===== src/rtl/instruction_prefetch_unit_pkg.sv =====
// Bus encodings, fetch FSM states and FIFO entry sizing shared by the prefetch unit.
package limb_bus_pkg;

  localparam logic [1:0] TRANS_IDLE   = 2'b00;
  localparam logic [1:0] TRANS_NONSEQ = 2'b10;
  localparam logic [1:0] TRANS_SEQ    = 2'b11;
  localparam logic [1:0] SIZE_WORD    = 2'b10;
  localparam int         PROT_OPCODE  = 0;
  localparam int         PROT_PRIV    = 1;

  typedef enum logic [0:0] {
    ST_RUN        = 1'b0,
    ST_ABORT_HOLD = 1'b1
  } fetch_state_e;

  // FIFO entry layout is {addr, data, abort}.
  function automatic int entry_width(input int addr_w, input int data_w);
    return addr_w + data_w + 1;
  endfunction

endpackage


===== src/rtl/instruction_prefetch_unit_fifo.sv =====
// Synchronous FIFO with flush; the head reads as zero while empty.
module prefetch_fifo #(
  parameter int DEPTH = 4,
  parameter int WIDTH = 65,
  localparam int PW = $clog2(DEPTH),
  localparam int CW = $clog2(DEPTH) + 1
) (
  input  logic             clk,
  input  logic             reset,
  input  logic             push,
  input  logic             pop,
  input  logic             flush,
  input  logic [WIDTH-1:0] din,
  output logic [WIDTH-1:0] dout,
  output logic [CW-1:0]    count,
  output logic             full,
  output logic             empty
);

  logic [WIDTH-1:0] mem_q [DEPTH];
  logic [WIDTH-1:0] mem_d [DEPTH];
  logic [PW-1:0]    wr_ptr_q, wr_ptr_d;
  logic [PW-1:0]    rd_ptr_q, rd_ptr_d;
  logic [CW-1:0]    count_q, count_d;
  logic             do_push_s, do_pop_s;

  assign count = count_q;
  assign full  = (count_q == CW'(DEPTH));
  assign empty = (count_q == {CW{1'b0}});
  assign dout  = empty ? {WIDTH{1'b0}} : mem_q[rd_ptr_q];

  // Pointer, occupancy and storage next-state; flush wins over push/pop.
  always_comb begin
    mem_d     = mem_q;
    wr_ptr_d  = wr_ptr_q;
    rd_ptr_d  = rd_ptr_q;
    count_d   = count_q;
    do_push_s = push && !full;
    do_pop_s  = pop && !empty;
    if (flush) begin
      wr_ptr_d = {PW{1'b0}};
      rd_ptr_d = {PW{1'b0}};
      count_d  = {CW{1'b0}};
    end else begin
      if (do_push_s) begin
        mem_d[wr_ptr_q] = din;
        wr_ptr_d        = wr_ptr_q + PW'(1);
      end else begin
        wr_ptr_d = wr_ptr_q;
      end
      if (do_pop_s) begin
        rd_ptr_d = rd_ptr_q + PW'(1);
      end else begin
        rd_ptr_d = rd_ptr_q;
      end
      case ({do_push_s, do_pop_s})
        2'b10:   count_d = count_q + CW'(1);
        2'b01:   count_d = count_q - CW'(1);
        default: count_d = count_q;
      endcase
    end
  end

  // FIFO state registers.
  always_ff @(posedge clk or posedge reset) begin
    if (reset) begin
      for (int i = 0; i < DEPTH; i++) mem_q[i] <= {WIDTH{1'b0}};
      wr_ptr_q <= {PW{1'b0}};
      rd_ptr_q <= {PW{1'b0}};
      count_q  <= {CW{1'b0}};
    end else begin
      mem_q    <= mem_d;
      wr_ptr_q <= wr_ptr_d;
      rd_ptr_q <= rd_ptr_d;
      count_q  <= count_d;
    end
  end

endmodule


===== src/rtl/instruction_prefetch_unit.sv =====
// Word-aligned opcode fetch engine feeding decode through a small prefetch FIFO.
// Optional PREFETCH_BYPASS_EN forwards a response straight to decode when the FIFO is empty.
module instruction_prefetch_unit
  import limb_bus_pkg::*;
#(
  parameter int                DEPTH        = 4,
  parameter int                ADDR_W       = 32,
  parameter int                DATA_W       = 32,
  parameter logic [ADDR_W-1:0] RESET_VECTOR = {ADDR_W{1'b0}}
) (
  input  logic              clk,
  input  logic              reset,
  output logic [ADDR_W-1:0] mem_addr,
  output logic [1:0]        mem_trans,
  output logic [1:0]        mem_size,
  output logic [1:0]        mem_prot,
  output logic              mem_write,
  input  logic [DATA_W-1:0] mem_rdata,
  input  logic              mem_abort,
  input  logic              priv,
  input  logic              branch_valid,
  input  logic [ADDR_W-1:0] branch_target,
  output logic              instr_valid,
  input  logic              instr_ready,
  output logic [DATA_W-1:0] instr,
  output logic [ADDR_W-1:0] instr_addr,
  output logic              instr_abort
);

  localparam int              EW      = entry_width(ADDR_W, DATA_W);
  localparam int              CW      = $clog2(DEPTH) + 1;
  localparam logic [CW:0]     DEPTH_C = (CW + 1)'(DEPTH);

  logic [ADDR_W-1:0] fetch_pc_q, fetch_pc_d;
  logic [ADDR_W-1:0] mem_addr_q, mem_addr_d;
  logic [1:0]        mem_trans_q, mem_trans_d;
  logic [1:0]        mem_prot_q, mem_prot_d;
  logic              pending_q, pending_d;
  fetch_state_e      state_q, state_d;

  logic [CW-1:0]     count_s;
  logic [CW:0]       occupancy_s;
  logic              full_s, empty_s, issue_s, resp_s;
  logic              fifo_push_s, fifo_pop_s;
  logic [EW-1:0]     fifo_din_s, fifo_dout_s;

  assign mem_addr   = mem_addr_q;
  assign mem_trans  = mem_trans_q;
  assign mem_prot   = mem_prot_q;
  assign mem_size   = SIZE_WORD;
  assign mem_write  = 1'b0;
  assign fifo_din_s = {mem_addr_q, mem_rdata, mem_abort};

  prefetch_fifo #(.DEPTH(DEPTH), .WIDTH(EW)) u_fifo (
    .clk   (clk),
    .reset (reset),
    .push  (fifo_push_s),
    .pop   (fifo_pop_s),
    .flush (branch_valid),
    .din   (fifo_din_s),
    .dout  (fifo_dout_s),
    .count (count_s),
    .full  (full_s),
    .empty (empty_s)
  );

  // Issue gating counts the outstanding response so a full FIFO is never pushed.
  always_comb begin
    occupancy_s = {1'b0, count_s} + {{CW{1'b0}}, pending_q};
    issue_s     = (state_q == ST_RUN) && !branch_valid && (occupancy_s < DEPTH_C) && !full_s;
    resp_s      = pending_q && !branch_valid;
    fifo_pop_s  = instr_ready && !empty_s;
`ifdef PREFETCH_BYPASS_EN
    fifo_push_s = resp_s && !(empty_s && instr_ready);
    instr_valid = !empty_s || resp_s;
    if (empty_s && resp_s) begin
      {instr_addr, instr, instr_abort} = fifo_din_s;
    end else begin
      {instr_addr, instr, instr_abort} = fifo_dout_s;
    end
`else
    fifo_push_s = resp_s;
    instr_valid = !empty_s;
    {instr_addr, instr, instr_abort} = fifo_dout_s;
`endif
  end

  // Fetch FSM next-state and bus request generation.
  always_comb begin
    fetch_pc_d  = fetch_pc_q;
    mem_addr_d  = mem_addr_q;
    mem_trans_d = TRANS_IDLE;
    mem_prot_d  = mem_prot_q;
    pending_d   = 1'b0;
    state_d     = state_q;
    if (branch_valid) begin
      fetch_pc_d = branch_target & ~ADDR_W'(3);
      state_d    = ST_RUN;
    end else begin
      if (issue_s) begin
        mem_trans_d            = (mem_trans_q == TRANS_IDLE) ? TRANS_NONSEQ : TRANS_SEQ;
        mem_addr_d             = fetch_pc_q;
        fetch_pc_d             = fetch_pc_q + ADDR_W'(4);
        mem_prot_d[PROT_PRIV]  = priv;
        mem_prot_d[PROT_OPCODE] = 1'b0;
        pending_d              = 1'b1;
      end else begin
        mem_trans_d = TRANS_IDLE;
        pending_d   = 1'b0;
      end
      case (state_q)
        ST_RUN: begin
          if (resp_s && mem_abort) state_d = ST_ABORT_HOLD;
          else                     state_d = ST_RUN;
        end
        ST_ABORT_HOLD: state_d = ST_ABORT_HOLD;
        default:       state_d = ST_RUN;
      endcase
    end
  end

  // Fetch engine state registers.
  always_ff @(posedge clk or posedge reset) begin
    if (reset) begin
      fetch_pc_q  <= RESET_VECTOR;
      mem_addr_q  <= RESET_VECTOR;
      mem_trans_q <= TRANS_IDLE;
      mem_prot_q  <= 2'b00;
      pending_q   <= 1'b0;
      state_q     <= ST_RUN;
    end else begin
      fetch_pc_q  <= fetch_pc_d;
      mem_addr_q  <= mem_addr_d;
      mem_trans_q <= mem_trans_d;
      mem_prot_q  <= mem_prot_d;
      pending_q   <= pending_d;
      state_q     <= state_d;
    end
  end

endmodule

===== config.mk =====
export PLATFORM = sky130hd
export DESIGN_NAME = instruction_prefetch_unit
export DESIGN_NICKNAME = d
export VERILOG_FILES = /design/src/rtl/instruction_prefetch_unit_pkg.sv /design/src/rtl/instruction_prefetch_unit_fifo.sv /design/src/rtl/instruction_prefetch_unit.sv
export SDC_FILE = /design/constraint.sdc
export NUM_CORES = 1
export LEC_CHECK = 0
export CAP_MARGIN = 0
export CORE_ASPECT_RATIO = 0.75
export CORE_UTILIZATION = 41
export DETAILED_ROUTE_END_ITERATION = 10
export GPL_ROUTABILITY_DRIVEN = 0
export PLACE_DENSITY = 0.72
export SLEW_MARGIN = 10
export SYNTH_ARGS = -nofsm -noshare
export SYNTH_HDL_FRONTEND = slang
export SYNTH_HIERARCHICAL = 1
export SYNTH_SLANG_ARGS = --single-unit

===== constraint.sdc =====
create_clock -name clk -period 12.3 [get_ports clk]
set_clock_uncertainty 0.2 [all_clocks]
set_input_delay 2.46 -clock clk [delete_from_list [all_inputs] [get_ports clk]]
set_output_delay 2.46 -clock clk [all_outputs]
set_load 0.005 [all_outputs]

==> impl_metrics.yaml <==
critical_path:
  timing.critical_path.required_ns: 9.64
  reg2regPathDepth: 4
  cp.arrival_ns: 3.39
  r2r-start: "mem_trans[1]"
  worst_setup_path_end_kind: "output port"
  crit_buf_inv: 2
  r2r_slack_ns: 8.76
  r2r_end: "u_fifo/mem_q[216]"
  critical-path-top-delay-family: "buffers and inverters"
  cp_slowest_stage_delay_ns: 0.84
  cp_cell_sequence: "buf_4 > mux4_2 > and2_1 > clkdlybuf4s50_1"
  worstSetupPathType: "flop to output port"
  slowest_stage: "dfrtp_4"
  worstPathMaxFanout: 37
  start_kind: "flop"
cts:
  clkTransAtPathRegs_ns: 0.06
  ctsHoldBuffers: 0
  cts-root-buf: "clkbuf_16"
  cts_buffers: 36
  cts_setup_buffers: 0
  h-tree-depth: 2
  cts_buffer_depth: 3
  clock-sinks: 331
  cts-resized-gates: 0
  clock_latency_ns: 0.53
  tritoncts: "built"
sta:
  slew_viol_final: 0
  rsz0062_at_grt: "false"
  setup_tns_ns: 0
  max_freq_mhz: 165.3
  relSlewSlack_pct: 22.25
  hold_viol: 0
  fin_ws_ns: 6.250
  finalSetupViolations: 0
  period_needed_ns: 6.050
  worst-slew-pin-transition_ns: 1.166
  post-route-period-util_pct: 49.19
min_path:
  min_path_type: "flop to flop"
  hold_depth: 2
  min_to: "mem_prot[1]"
  worstHoldStart: "mem_prot[1]"
synth:
  ys_seq_elements: 331
  syn_area_um2: 15390
  synth_area_per_cell_um2: 13.64
  seq_area_frac_synth_pct: 53.83
  synthArstFlopShare_pct: 100.0
  synth_cell_types: 57
  ys.flop_type: "dfrtp_1"
  yosysWarningCount: 6
  synth_edf_count: 0
  synthCells: 1128
final_layout:
  drive_above_1_share_pct: 30.16
  multiInputGateArea_um2: 6634
  final_util_pct: 49.97
  syn_to_final_growth_pct: 20.20
  fin_area_um2: 18500
  fillers: 3197
  regArea_um2: 8290
  fin_nets: 1354
  insertedDiodeCount: 0
place:
  io_buffers: 166
  placed_area_um2: 17350
  hpwlAfterDp_um: 21260
  preCtsSetupSlack_ns: 5.937
die:
  die_x_um: 225.7
  die_area_um2: 38320
  rows: 61
  die_h_um: 169.8
  core-area_um2: 37020
  start_util_pct: 41.57
  boundaryPins: 175
grt:
  grt_antenna_before_repair: 1
  overflow: 0
  grt_pass1_vias: 10060
  grt_use_total_pct: 18.64
  grt_pass1_wl_um: 55970
  grt_start_max_net_pins: 118
detailed_routing:
  via_per_inst: 5.324
  drt-initial-drc-count: 501
  drt-pass1-iter-count: 5
  wirelength_um: 34260
  vias: 9620
  drcViolationCount: 0
  ant_nets: 0
  wl_per_cell_um: 18.96
power_and_ir_drop:
  irDropWorstVdd_uv: 76.69
  powerDensity_nw_per_um2: 155.3
  p_total_w: 0.002872
  p_leak_nw: 8.404
flow_run:
  cap_violations: 0
outcome:
  status: "complete, no violations"
[worst max-delay path by stage]
stage,start,to,slack [ns],cells past startpoint
6_report,u_fifo/rd_ptr_q[0],instr_addr[27],6.25,4
5_1_grt,u_fifo/rd_ptr_q[0],instr_addr[27],5.99,4
4_1_cts,u_fifo/rd_ptr_q[0],instr_addr[27],6.13,4
3_5_place_dp,branch_valid,fetch_pc_q[13],5.94,9
3_3_place_gp,branch_valid,fetch_pc_q[5],5.96,9
2_1_floorplan,reset,u_fifo/count[0],2.29,1
[final cells by class]
class / count / area share [%]
sequential: 331 / 44.82
multi-input combinational: 720 / 35.87
timing repair buffer: 177 / 9.430
clock buffer: 50 / 5.648
tap: 504 / 3.409
clock inverter: 13 / 0.5412
inverter: 12 / 0.2841
[worst register-to-register path, stage by stage, from the launching register on]
cell and delay [ns]:
dfrtp_1 0.45, nor2b_1 0.68, nor3b_2 0.71, nand2_4 0.78, mux2_2 0.59
[cell usage after synthesis, types with 5 or more instances]
cell	count	area, um^2
buf_2	16	80.08
buf_6	20	225.2
mux2_1	23	259.0
ha_1	5	62.56
nor3_1	5	25.02
o211ai_1	7	52.55
and3_1	7	43.79
a32oi_1	5	43.79
o311ai_0	6	52.55
a21oi_1	11	55.05
nor4_1	5	31.28
mux4_2	65	1464
nand3_1	15	75.07
clkbuf_1	24	90.09
nor2_1	26	97.59
nand2_1	140	525.5
mux2_2	238	2680
o21ai_0	19	95.09
and2_1	66	412.9
inv_1	10	37.54
buf_4	13	97.59
dfrtp_1	331	8283
[flip-flops by register name, summed over array words and instances, names as in the netlist]
signal and flops:
u_fifo/rd_ptr_q 2, mem_prot 1, u_fifo/mem_q 260, u_fifo/count 3, mem_addr 30, u_fifo/wr_ptr_q 2, fetch_pc_q 30, state_q 1
mem_trans 2
[placed cells by master, fill, tap and decap left out, types with 7 or more instances in the layout]
cell and n:
nor2_1 25, o21ai_0 19, o211ai_1 7, a21oi_1 11
clkdlybuf4s50_1 166, nand3_1 15, clkbuf_16 37, and2_1 66
mux2_2 238, clkbuf_8 7, clkinv_2 9, and3_1 7
nand2_1 135, inv_1 8, conb_1 14, mux4_2 65
mux2_1 23, buf_4 11, dfrtp_1 329
[through the flow]
stage | cells | hold WS [ns]
after floorplan | 1140 | 0.2587
after detailed placement | 1744 | 0.2693
after global routing | 1807 | 0.3076
final | 1807 | 0.2879
after CTS | 1807 | 0.2915
after global placement | 1744 | 0.2711
[power by group]
group          leakage [nW]  total (W)  internal (W)  switching [W]
registers              4.31    0.00140       0.00127       0.000129
logic                  3.52   0.000418      0.000271       0.000147
clock network         0.572    0.00105      0.000615       0.000438
total                  8.40    0.00287       0.00216       0.000714
[metal layers]
metal	wire (um)	global-route usage [%]
met5	12	0
met4	561	4.791
met3	1592	3.670
met2	15860	29.19
met1	16230	26.49
[kinds of logic after synthesis]
| group | after synthesis | share of synthesized area (%) |
|---|---|---|
| DFF | 331 | 53.83 |
| muxes | 329 | 28.81 |
| and+or+nand+nor | 294 | 9.659 |
| buffers and inverters | 89 | 3.594 |
| AOI/OAI and AO/OA | 72 | 3.244 |
| adders and majority gates | 6 | 0.5366 |
| xor gates and xnor gates | 5 | 0.2846 |
| other | 2 | 0.04880 |
No activity file was read; power rests on OpenSTA's default activity.
